$ cat src/rtl/vl_async_pipe_pkg.sv
// ============================================================================
// Module : vl_async_pipe_pkg
// Brief  : Shared constants, count-update encoding and width helper for the pipe.
// Rev    : 1.0  initial release
// ============================================================================
`default_nettype none

package vl_async_pipe_pkg;

    localparam int DEPTH_MAX = 8;

    typedef enum logic [1:0] {
        CNT_HOLD = 2'd0,
        CNT_INC  = 2'd1,
        CNT_DEC  = 2'd2
    } cnt_op_e;

    function automatic int clog2(input int value);
        int r;
        int v;
        r = 0;
        v = value - 1;
        while (v > 0) begin
            r = r + 1;
            v = v >> 1;
        end
        return r;
    endfunction

endpackage

`default_nettype wire

$ cat src/rtl/vl_async_pipe_stage.sv
// ============================================================================
// Module : vl_async_pipe_stage
// Brief  : One valid/data register pair with async reset, flush and source load.
// Rev    : 1.0  initial release
// ============================================================================
`default_nettype none

module vl_async_pipe_stage #(
    parameter int               WIDTH     = 8,
    parameter logic [WIDTH-1:0] RESET_VAL = '0
) (
    input  logic             clk,
    input  logic             reset,
    input  logic             flush_i,
    input  logic             load_i,
    input  logic             src_valid_i,
    input  logic [WIDTH-1:0] src_data_i,
    output logic             valid_o,
    output logic [WIDTH-1:0] data_o
);

    logic             v_q;
    logic [WIDTH-1:0] d_q;

    // Data only moves with a valid source, so an empty stage keeps its last word.
    always_ff @(posedge clk or posedge reset) begin
        if (reset) begin
            v_q <= 1'b0;
            d_q <= RESET_VAL;
        end else if (flush_i) begin
            v_q <= 1'b0;
            d_q <= RESET_VAL;
        end else if (load_i) begin
            v_q <= src_valid_i;
            if (src_valid_i) begin
                d_q <= src_data_i;
            end
        end
    end

    assign valid_o = v_q;
    assign data_o  = d_q;

endmodule

`default_nettype wire

$ cat src/rtl/vl_async_pipe.sv
// ============================================================================
// Module : vl_async_pipe
// Brief  : DEPTH-stage valid/ready pipeline with bubble collapse and occupancy count.
// Rev    : 1.0  initial release
// ============================================================================
`default_nettype none

module vl_async_pipe
    import vl_async_pipe_pkg::*;
#(
    parameter int               WIDTH     = 8,
    parameter int               DEPTH     = 3,
    parameter logic [WIDTH-1:0] RESET_VAL = '0
) (
    input  logic                            clk,
    input  logic                            reset,
    input  logic                            flush,
    input  logic                            in_valid,
    output logic                            in_ready,
    input  logic [WIDTH-1:0]                in_data,
    output logic                            out_valid,
    input  logic                            out_ready,
    output logic [WIDTH-1:0]                out_data,
    output logic [clog2(DEPTH+1)-1:0]       count
);

    localparam int CNT_W = clog2(DEPTH + 1);

    logic [DEPTH:0]   w_rdy;
    logic [DEPTH-1:0] w_v;
    logic [WIDTH-1:0] w_d     [DEPTH];
    logic [DEPTH-1:0] w_src_v;
    logic [WIDTH-1:0] w_src_d [DEPTH];
    logic             w_push;
    logic             w_pop;
    cnt_op_e          w_cnt_op;
    logic [CNT_W-1:0] count_d;
    logic [CNT_W-1:0] count_q;

    // Ready ripples from the output back; an empty stage is always ready.
    always_comb begin
        w_rdy        = '0;
        w_rdy[DEPTH] = out_ready;
        for (int i = DEPTH - 1; i >= 0; i--) begin
            w_rdy[i] = !w_v[i] | w_rdy[i+1];
        end
    end

    generate
        for (genvar gi = 0; gi < DEPTH; gi++) begin : g_stage
            if (gi == 0) begin : g_head
                assign w_src_v[gi] = in_valid;
                assign w_src_d[gi] = in_data;
            end else begin : g_link
                assign w_src_v[gi] = w_v[gi-1];
                assign w_src_d[gi] = w_d[gi-1];
            end

            vl_async_pipe_stage #(
                .WIDTH     (WIDTH),
                .RESET_VAL (RESET_VAL)
            ) u_stage (
                .clk         (clk),
                .reset       (reset),
                .flush_i     (flush),
                .load_i      (w_rdy[gi]),
                .src_valid_i (w_src_v[gi]),
                .src_data_i  (w_src_d[gi]),
                .valid_o     (w_v[gi]),
                .data_o      (w_d[gi])
            );
        end
    endgenerate

    assign w_push = in_valid & w_rdy[0];
    assign w_pop  = w_v[DEPTH-1] & out_ready;

    always_comb begin
        w_cnt_op = CNT_HOLD;
        if (w_push && !w_pop) begin
            w_cnt_op = CNT_INC;
        end else if (!w_push && w_pop) begin
            w_cnt_op = CNT_DEC;
        end
    end

    always_comb begin
        count_d = count_q;
        case (w_cnt_op)
            CNT_INC: count_d = count_q + CNT_W'(1);
            CNT_DEC: count_d = count_q - CNT_W'(1);
            default: count_d = count_q;
        endcase
    end

    always_ff @(posedge clk or posedge reset) begin
        if (reset) begin
            count_q <= '0;
        end else if (flush) begin
            count_q <= '0;
        end else begin
            count_q <= count_d;
        end
    end

    assign in_ready  = w_rdy[0];
    assign out_valid = w_v[DEPTH-1];
    assign out_data  = w_d[DEPTH-1];
    assign count     = count_q;

endmodule

`default_nettype wire

$ cat config.mk
export PLATFORM = sky130hd
export DESIGN_NAME = vl_async_pipe
export DESIGN_NICKNAME = d
export VERILOG_FILES = /design/src/rtl/vl_async_pipe_pkg.sv /design/src/rtl/vl_async_pipe_stage.sv /design/src/rtl/vl_async_pipe.sv
export SDC_FILE = /design/constraint.sdc
export NUM_CORES = 1
export LEC_CHECK = 0
export ABC_AREA = 1
export CORE_MARGIN = 2
export CORE_UTILIZATION = 52
export DETAILED_ROUTE_END_ITERATION = 10
export GPL_TIMING_DRIVEN = 0
export PLACE_DENSITY = 0.78
export SYNTH_ARGS = -nofsm -noshare
export SYNTH_HDL_FRONTEND = slang
export SYNTH_HIERARCHICAL = 1
export SYNTH_SLANG_ARGS = --single-unit
$ cat constraint.sdc
create_clock -name clk -period 1.3 [get_ports clk]
set_input_delay 0.195 -clock clk [delete_from_list [all_inputs] [get_ports clk]]
set_output_delay 0.195 -clock clk [all_outputs]
set_load 0.1 [all_outputs]
== Yosys cells after proc, flatten, opt, wreduce, memory -nomap -nowiden ==
Cells that the tools add are included.

* Add/sub/neg operators: 2
* $mul: 0
* Divide/modulo/power cells: 0
* Magnitude comparators: 0
* Equality and inequality tests: 2
* Shifts and indexed selects: 0
* Mux-type cells: 19
* Bitwise gates (word level): 5
* Reduce and logical (&&, ||, !) cells: 17

{| class="wikitable"
|+ Operator list
! kind !! count
|-
| $mux W8 || 9
|-
| $reduce_bool A2 Y1 || 6
|-
| $mux W1 || 6
|-
| $mux W2 || 3
|-
| $reduce_and A2 Y1 || 3
|-
| $logic_not A1 Y1 || 5
|-
| $pmux W2 S2 || 1
|-
| $or A1 B1 Y1 || 3
|-
| $reduce_bool A3 Y1 || 1
|-
| $add A2 B1 Y2 const B || 1
|-
| $and A1 B1 Y1 || 2
|-
| $eq A2 B1 Y1 const B || 1
|-
| $eq A2 B2 Y1 const B || 1
|-
| $logic_and A1 B1 Y1 || 2
|-
| $sub A2 B1 Y2 const B || 1
|}

* Register bits after elaboration: 29
* Latch bits: 0
* Bits in writable memories: 0
* ROM bits: 0
* Input port bits: 13
* Output and inout bits: 12
* Logic and storage cells: 52
* Memories: 0

== Logic depth before layout (Yosys ltp) ==
* Word-level depth: 12
* Gate-level depth with buffers: 7
* Gate-level depth less buffers: 7

== Modules after synthesis ==
Netlist, hierarchy kept.

{| class="wikitable"
|+ By module, submodules not included
! module !! times used !! cells an instance !! area an instance (sq um) !! sequential area each (sq um)
|-
| vl_async_pipe_stage || 3 || 57 || 439.2 || 225.2
|-
| vl_async_pipe || 1 || 25 || 162.7 || 50.0
|}

== Worst setup path after synthesis ==
OpenSTA, ideal clock, no wires.

* Path kind: register -> register
* From: register g_stage[2].u_stage.v_q
* To: register count_q[0], in the netlist count[0]
* Setup time: 0.121 ns
* Data arrival time: 2.391 ns
* Required time: 1.179 ns
* Setup slack: -1.212 ns
* Stages on the path, launching flop included: 6
* Path buffers: 0
* Period minus slack after synthesis: 2.512 ns
* Path through: dfrtp_1 -> nand4_2 -> nand3_1 -> nand3_1 -> nand2_1 -> nand2_1

* Word-level cells in the longest chain between the ends: 12
* Elaborated cells between the ends (all ways): 17
* Classes of those cells: eq/ne (2); mux (4); bitwise (5); reduce/logical (6)

{| class="wikitable"
|+ RTL lines
! what !! line !! source
|-
| start, declared || vl_async_pipe_stage.sv:22 || <nowiki>logic v_q;</nowiki>
|-
| start signal, assigned || vl_async_pipe_stage.sv:34 || <nowiki>v_q <= src_valid_i;</nowiki>
|-
| $logic_not A1 Y1 * || vl_async_pipe.sv:45 || <nowiki>w_rdy[i] = !w_v[i] | w_rdy[i+1];</nowiki>
|-
| $or A1 B1 Y1 * (3 in series) || vl_async_pipe.sv:45 ||
|-
| named net in_ready || vl_async_pipe.sv:19 || <nowiki>output logic in_ready,</nowiki>
|-
| $and A1 B1 Y1 * || vl_async_pipe.sv:75 || <nowiki>assign w_push = in_valid & w_rdy[0];</nowiki>
|-
| $logic_not A1 Y1 || vl_async_pipe.sv:82 || <nowiki>end else if (!w_push && w_pop) begin</nowiki>
|-
| $logic_and A1 B1 Y1 || vl_async_pipe.sv:82 ||
|-
| $mux W2 || vl_async_pipe.sv:82 ||
|-
| $mux W2 * || vl_async_pipe.sv:80 || <nowiki>if (w_push && !w_pop) begin</nowiki>
|-
| $eq A2 B2 Y1 or $eq A2 B1 Y1 (tied branches) || vl_async_pipe.sv:89 || <nowiki>case (w_cnt_op)</nowiki>
|-
| $pmux W2 S2 || vl_async_pipe.sv:89 ||
|-
| $mux W2 || vl_async_pipe.sv:99 || <nowiki>end else if (flush) begin</nowiki>
|-
| end signal, assigned || vl_async_pipe.sv:102 || <nowiki>count_q <= count_d;</nowiki>
|-
| end, declared || vl_async_pipe.sv:38 || <nowiki>logic [CNT_W-1:0] count_q;</nowiki>
|}

Mark *: on every way through the listed nets, which the timed path passes. The rest lies on a longest branch.
A chain may end at the register's enable or synchronous reset.

== Final worst setup path ==
* From: register g_stage[2].u_stage.v_q
* To: output in_ready

* Word-level cells in the longest chain between the ends: 4

{| class="wikitable"
|+ RTL lines
! what !! line
|-
| $logic_not A1 Y1 || vl_async_pipe.sv:45
|-
| $or A1 B1 Y1 (3 in series) || vl_async_pipe.sv:45
|-
| end, declared || vl_async_pipe.sv:19
|}

No other way between the ends.

==> summary.txt <==
Die
  • Full die area: ~3300 um2
  • Core area: 2730 um2
  • Die width: 57.4 um
  • Initial Utilization: 0.541
  • Ports: 25
  • Die Height: 57.4 um
  • Num rows: 19

Routing
  • Total wire length: ~2800 um
  • Via/cell ratio: 4.80
  • Number of DRC markers in iteration 0: 47
  • Total number of vias: 1,257
  • DRT Pass-1 Iters: 4
  • Final ANT Viol Nets: 0
  • Avg WL per Cell: 10.8 um
  • DRC Markers: 0

Timing
  • Fin crit period: 1.32 ns
  • Fmax: 755 MHz
  • Setup violations, final: 1
  • Final WS setup: -0.0250 ns
  • Final hold violation count: 0
  • Post-Route Setup TNS: -0.0250 ns
  • Slew Limit Fails: 0
  • RSZ-0062 raised after global routing: yes
  • Slew headroom: 0.709
  • Worst-Margin Slew: 0.435 ns
  • Setup Skew: between 0.007 and 0.008 ns
  • Crit share post-route: 1.02

GRT
  • Largest net degree at the start of global routing: 11
  • GRT Total Usage: 0.190
  • Initial antenna violation count: 0
  • First-pass GRT wire length: 4840 um
  • Vias in the first global route: 1,178
  • Grt total ovfl: 0

Finish
  • Share of layout cells above drive strength 1: 0.177
  • Non-Filler Instances: 262
  • Fin area: around 1800 um2
  • Number of fill cells: about 230
  • Multi-input gate area: between 600 and 700 um2
  • Layout net count: 244
  • Register area: 732 um2
  • Area growth syn-to-layout: 24.8%
  • Finished Core Util: 0.676
  • Ant. Diodes: 0

Pwr
  • Total chip power: 0.00205 W
  • LEAKAGE: 1.05 nW
  • Cell Pwr Density: 1110 nW/um2
  • Max VDD drop: roughly 0.86 mV

Worst setup path
  • Critical path class: reg -> out
  • Worst reg2reg path endpoint: count[1]
  • Worst path cell trace: nand4_4 > buf_12
  • CP Launch Type: flop
  • CP max-delay cell: dfrtp_4
  • Reg2reg path depth: 7
  • CP arrival: 1.13 ns
  • R2R Setup Slk: around 0.11 ns
  • Worst EP required: 1.11 ns
  • Max Fanout on Critical Path: 6
  • Worst r2r src: g_stage[2].u_stage/valid_o
  • Worst stage delay on the critical path: 0.53 ns
  • Worst setup EP type: output pin

Yosys
  • Netlist Area Pre-Place: 1480 um2
  • Top-area cell type share of the netlist area: 0.490
  • Mapped Avg Cell Area: 7.55 um2
  • Largest cells by area after synthesis: dfrtp_1 (49%), nand2_1 (15%), nand3_1 (9.5%)
  • XOR/XNOR Fraction of Synth Area: 0.00592
  • Simple-Gate Fraction of Synth Area: 0.382
  • Largest family of logic cells by synthesized area: simple AND/OR/NAND/NOR gates
  • Synth Area in Compound Gates: 0.0101
  • Synth cell types: 13
  • Synth Register Bits: 29
  • Cell taking the most area after synthesis: dfrtp_1
  • Synthesized net count: 209
  • Mapped Cells: 196
  • Adder-cell share of the synthesized area: 0
  • Sequential-to-total area share from yosys stat: 0.490
  • Mux cell area share after synthesis: 0
  • Ys Warns: 6

CTS
  • Max clock buf depth: 2
  • Htree depth: 2
  • TritonCTS Sinks: 29
  • Worst-skew pair later-pin latency: 0.32 ns
  • CTS tree: done
  • Total CTS buffers: 5
  • Root buffer cell: clkbuf_4
  • Clock-pin slew on the worst setup and hold paths: 0.08 ns

Placement
  • Placer Congestion: 0.739
  • # placed instances: 251
  • DP Wirelength: 2170 um
  • Placed instance area: 1780 um2
  • Port buffer count: 24

Outcome
  • Violated checks: negative setup slack
  • Outcome: finished with violations

Min path
  • Hold Crit Class: in -> async

Flow run
  • Max Cap Viol: 0
metrics by stage:
step,hold slack (ns),setup slack (ns)
CTS,0.150,-0.0795
detailed placement,0.496,-0.944
finish,0.154,-0.0250
global placement,0.484,-0.939
global route,0.196,-0.0506
floorplan,-0.0638,-0.367
layout by cell type, fill, tap and decap left out:
cell,instances
dfrtp_1,26
nand2_1,59
inv_1,31
dfrtp_2,2
nand4_1,2
clkbuf_1,1
buf_4,14
inv_2,4
dfrtp_4,1
clkbuf_4,6
nand4_4,1
nand3_1,27
clkbuf_8,1
buf_6,3
nand2_2,1
nand3_2,1
nand2_4,6
xor2_1,1
nor2_1,28
clkdlybuf4s50_1,12
o21ai_0,3
buf_12,1
critical path, delay by kind of cell (launching register included):
family	cells	cell delay [ns]
buffers and inverters	1	0.18
flip-flops	1	0.53
AND/OR/NAND/NOR	1	0.10
where the power goes:
group | internal, W | switching (W)
combinational | 0.000142 | 0.000358
sequential | 0.000965 | 0.0000462
clock | 0.000255 | 0.000285
logic make-up after synthesis:
group           after synthesis
compound gates                3
buf+inv                      38
flops                        29
simple gates                125
xor+xnor                      1
registers in the layout, summed over array words and instances (netlist names):
signal / count
g_stage.u_stage/data_o: 24
count: 2
g_stage.u_stage/valid_o: 3
area by class of cell:
type                            instances  area share
Inverter                               35      0.0711
Tap cell                               31      0.0210
Clock buffer                            7      0.0298
Multi-Input combinational cell        129       0.327
Timing Repair Buffer                   28       0.137
Buffer                                  3      0.0183
Sequential cell                        29       0.396
cell usage after synthesis, drive strengths merged:
library cell   n
dfrtp         29
nand3         28
buf            3
xor2           1
nor2          28
inv           35
nand2         66
o21ai          3
nand4          3
metal layers:
| layer | global-route usage | vias to the layer above | share of wire |
|---|---|---|---|
| met1 | 0.208 | 561 | 0.43 |
| met5 | 0 | - | 0 |
| li1 | - | 664 | - |
| met3 | 0.0454 | 2 | 0.042 |
| met2 | 0.339 | 30 | 0.52 |
| met4 | 0.0963 | 0 | 0.0056 |
timing repair:
action	in CTS	in global routing
setup endpoints to repair	12	3
gates resized for setup	76	2
setup buffers	0	4
hold buffers	0	0
worst max path at each step:
| stage | from | end | slack (ns) | cells after the start |
|---|---|---|---|---|
| after global routing | g_stage[2].u_stage/valid_o | in_ready | -0.05 | 2 |
| after floorplan | g_stage[2].u_stage/valid_o | g_stage[0].u_stage/data_o[0] | -0.37 | 5 |
| after global placement | out_ready | in_ready | -0.94 | 4 |
| after detailed placement | out_ready | in_ready | -0.94 | 4 |
| final | g_stage[2].u_stage/valid_o | in_ready | -0.02 | 2 |
| after CTS | g_stage[2].u_stage/valid_o | in_ready | -0.08 | 2 |
Note: power is estimated with default switching activity, not from simulation.
==> edit 1, RTL diff (same flow settings) <==
Put one more register stage on the output `count`, with the module's reset. The value now appears one clock later. The other outputs are not delayed to match.
--- a/src/rtl/vl_async_pipe.sv
+++ b/src/rtl/vl_async_pipe.sv
@@ -107,5 +107,11 @@
     assign out_valid = w_v[DEPTH-1];
     assign out_data  = w_d[DEPTH-1];
-    assign count     = count_q;
+    always_ff @(posedge clk or posedge reset) begin
+        if (reset) begin
+            count <= '0;
+        end else begin
+            count <= count_q;
+        end
+    end
 
 endmodule
Behaviour: not the same (Yosys sat finds a counterexample within 4 cycles, from zero or initial values and one cycle with reset high).
==> edit 1 against the original RTL <==
Wire length up 5.9%; the flow still finishes with violations (negative setup slack); power up 8.0%; cell area up 2.9%; worst setup slack worse by 0.028 ns; synthesized cell count up 1.0%; clock power up 17%; sequential cell count up 2; area after synthesis up 3.4%.
==> edit 1: results (changes against the original RTL) <==
finalNonFillerCells: 264  # was 262
grt_pass1_wl_mm: 5.24  # was 4.84 mm
seq_share: 0.411  # was 0.396
bufAreaShareNonClock: 0.145  # was 0.155
setup_ws_ns: -0.0527  # was -0.0250 ns
drive_above_1_share: 0.172  # was 0.177
synthTopCellsByCount: "nand2_1, inv_1, dfrtp_1, nand3_1, nor2_1"  # unchanged
slew_headroom: 0.676  # was 0.709
path_max_fanout: 5  # was 6
fillerInstances: 245  # was 231
clkCellAreaFrac: 0.0362  # was 0.0298
preCtsSetupSlack_ns: -0.952  # was -0.944 ns
worstReg2RegEnd: "count_q[0]"  # was count[1]
gp_congestion: 0.743  # was 0.739
fin_tns_setup_ns: -0.0527  # was -0.0250 ns
syn_inst: 198  # was 196
hold_slack_ns: 0.175  # was 0.154 ns
placed_cell_area_mm2: 0.00183  # was 0.00178 mm^2
finalClockSkew_ns: 0.00984  # was 0.00789 ns
use_met2: 0.352  # was 0.339
dp.cells: 253  # was 251
vias: 1324  # was 1257
dp.final_hpwl_mm: 2.28  # was 2.17 mm
met3_usage: 0.0536  # was 0.0454
violations: "negative setup slack"  # unchanged
arrival_ns: 1.16  # was 1.13 ns
outcome: "finished, violations left"  # unchanged
grt_pass1_vias: 1243  # was 1178
ir_worst_vdd_v: 0.000953  # was 0.000864 V
clock_sinks: 31  # was 29
setup_viol: 1  # unchanged
r2r_setup_slack_ns: 0.08  # was 0.11 ns
fin_util: 0.683  # was 0.676
clock_buffers: 8  # was 7
multi_input_area_share: 0.317  # was 0.327
==> edit 1: cell families (layout without fill, tap and decap cells) <==
logic type / after synthesis / count (layout) / share of synthesized area
and+or+nand+nor: 125 / 125 / 0.370
buffers and inverters: 38 / 73 / 0.108
xor gates and xnor gates: 1 / 1 / 0.00572
AOI/OAI and AO/OA: 3 / 3 / 0.00981
DFF: 31 / 31 / 0.507
==> edit 1: routing by layer <==
| metal | vias up | part of all wire | wire [um] |
|---|---|---|---|
| met4 | 0 | 0.023 | 68 |
| li1 | 671 | - | - |
| met3 | 7 | 0.050 | 149 |
| met1 | 611 | 0.41 | 1220 |
| met2 | 35 | 0.52 | 1560 |
| met5 | - | 0 | 0 |
==> edit 1: repair_timing <==
action | in CTS | in global routing
pin swaps | 0 | 1
buffers inserted | 0 | 3
gates resized for setup | 74 | 2
endpoints found under the setup margin | 12 | 4
==> edit 1: power breakdown <==
part           internal (mW)  switching, mW
Clock                  0.318          0.313
Combinational          0.138          0.359
Sequential              1.04         0.0486
Total                   1.49          0.721
==> edit 2, RTL diff (same settings) <==
Made on the original files. `WIDTH` is set to 8 in 2 places; all go to 10.
--- a/src/rtl/vl_async_pipe_stage.sv
+++ b/src/rtl/vl_async_pipe_stage.sv
@@ -7,5 +7,5 @@
 
 module vl_async_pipe_stage #(
-    parameter int               WIDTH     = 8,
+    parameter int               WIDTH     = 10,
     parameter logic [WIDTH-1:0] RESET_VAL = '0
 ) (
--- a/src/rtl/vl_async_pipe.sv
+++ b/src/rtl/vl_async_pipe.sv
@@ -9,5 +9,5 @@
     import vl_async_pipe_pkg::*;
 #(
-    parameter int               WIDTH     = 8,
+    parameter int               WIDTH     = 10,
     parameter int               DEPTH     = 3,
     parameter logic [WIDTH-1:0] RESET_VAL = '0
Ports: changed (resized in_data and out_data); port bits go from 25 to 29. No check against the original RTL was run, so the function may have changed too.
==> edit 2 against the original RTL <==
The flow still finishes with violations (negative setup slack); via count up 9.5%; combinational power is 13% higher; clock skew fell by 0.0043 ns; wire length grew 4.7%; worst setup slack got worse by 0.054 ns; sequential cell count increased by 6; power is 33% higher; area after synthesis is 19% higher; critical path depth did not move; cell area rose by 20%; critical endpoint unchanged.
==> edit 2: results (changes against the original RTL) <==
yosysWarnings: 6  # unchanged
preCtsSetupSlack_ns: -0.946  # was -0.944 ns
p_leak_nw: 1.26  # was 1.05 nW
outcome: "finished, violations left"  # unchanged
vias: 1376  # was 1257
setup_viol: 2  # was 1
finalNonFillerCells: 320  # was 262
r2r_setup_slack_ns: 0.12
finalClockSkew_ns: 0.00359  # was 0.00789 ns
violations: "negative setup slack"  # unchanged
largest_reg_flops: 30  # was 24
dr.pass1.iters: 4  # unchanged
ys_seq_area_frac: 0.498  # was 0.490
gp_congestion: 0.727  # was 0.739
synthTopCellsByCount: "nand2_1, inv_1, dfrtp_1, nand3_1, nor2_1"  # unchanged
grt_usage: 0.184  # was 0.190
grt_max_degree: 15  # was 11
worst_pin_slew_ns: 0.561  # was 0.435 ns
clkLatencyLatePin_ns: 0.33
setup_ws_ns: -0.0793  # was -0.0250 ns
drive_above_1_share: 0.153  # was 0.177
cts_buffer_depth: 2  # unchanged
grt_antenna_before_repair: 0  # unchanged
syn-num-nets: 253  # was 209
dp.cells: 312  # was 251
dp.final_hpwl_mm: 2.30  # was 2.17 mm
r2r-start: "g_stage[2].u_stage/valid_o"  # unchanged
fin_nets: 288  # was 244
path_max_fanout: 6  # unchanged
ir_worst_vdd_v: 0.000671  # was 0.000864 V
hp-class: "in2async"  # unchanged
htreeDepth: 2  # unchanged
place.port_buffers: 28  # was 24
power_mw: 2.72  # was 2.05 mW
syn_inst: 238  # was 196
ys_top_cells_by_area: "dfrtp_1, nand2_1, nand3_1, inv_1, nor2_1"  # unchanged
path_clk_slew_ns: 0.10  # was 0.08 ns
async_flop_share: 1.00  # unchanged
grt_pass1_wl_mm: 5.53  # was 4.84 mm
worstReg2RegEnd: "g_stage[1].u_stage/data_o[6]"  # was count[1]
diodes: 0  # unchanged
arrival_ns: 1.18  # was 1.13 ns
wirelength_mm: 2.97  # was 2.83 mm
grt_pass1_vias: 1270  # was 1178
first_iter_violations: 19  # was 47
max_stage_delay_ns: 0.53  # about the same
drc: 0  # unchanged
rr_worst_depth: 5  # was 7
==> edit 2: changes by cell type in the layout (fill, tap and decap cells not counted), moves of 2 or more <==
cell / change
nand2_1: +14
dfrtp_1: +7
inv_1: +7
nand3_1: +6
nor2_1: +6
nand2_4: -4
buf_4: +3
buf_6: +2
bufinv_16: +2
nand2_2: +2
==> edit 2: worst max-delay path by stage <==
stage                                               to  cells past startpoint  slack (ns)                  startpoint
final                                         in_ready                      2       -0.08  g_stage[2].u_stage/valid_o
after global routing                          in_ready                      2       -0.12  g_stage[2].u_stage/valid_o
after global placement                        in_ready                      4       -0.95                   out_ready
after floorplan           g_stage[0].u_stage/data_o[0]                      5       -0.34  g_stage[2].u_stage/valid_o
after CTS                                     in_ready                      2       -0.09  g_stage[2].u_stage/valid_o
after detailed placement                      in_ready                      4       -0.95                   out_ready
==> edit 2: area by class of cell <==
| class | count | area [um^2] |
|---|---|---|
| multi-input cells | 153 | 676 |
| clock buffers | 6 | 41.3 |
| fillers | 292 | 1070 |
| repair buffers | 28 | 264 |
| inverters | 41 | 154 |
| clock inverters | 2 | 60.1 |
| plain buffers | 9 | 82.6 |
| flip-flops and latches | 35 | 881 |
| well taps | 46 | 57.6 |
==> edit 2: layer usage <==
layer	global-route usage	up-vias	wire length (um)
met1	0.208	565	1350
met4	0.0833	0	65
li1	-	781	-
met5	0	-	0
met3	0.0562	4	122
met2	0.319	26	1430
==> edit 2: power by group <==
part	internal, mW	switching (mW)	leakage, nW
Sequential	1.16	0.0497	0.464
Clock	0.600	0.348	0.0525
Combinational	0.168	0.396	0.747
Total	1.93	0.794	1.26
==> edit 2: cell families after synthesis <==
logic type / synth area share
xor+xnor: 0.00498
buf+inv: 0.132
simple gates: 0.356
flops: 0.498
compound gates: 0.00854
==> edit 2: repair_timing <==
item,4_1_cts,5_1_grt
setup buffers,0,0
resized for setup,87,3
endpoints found under the setup margin,14,4
==> edit 2: per-stage QoR <==
step | setup TNS [ns] | hold WS, ns | instance area (um^2) | utilization
after CTS | -0.107 | 0.149 | 2210 | 0.672
after global placement | -13.55 | 0.483 | 2130 | 0.648
after detailed placement | -15.36 | 0.495 | 2130 | 0.648
final | -0.0881 | 0.133 | 2220 | 0.675
after floorplan | -4.25 | -0.0638 | 1790 | -
after global routing | -0.170 | 0.154 | 2220 | 0.675
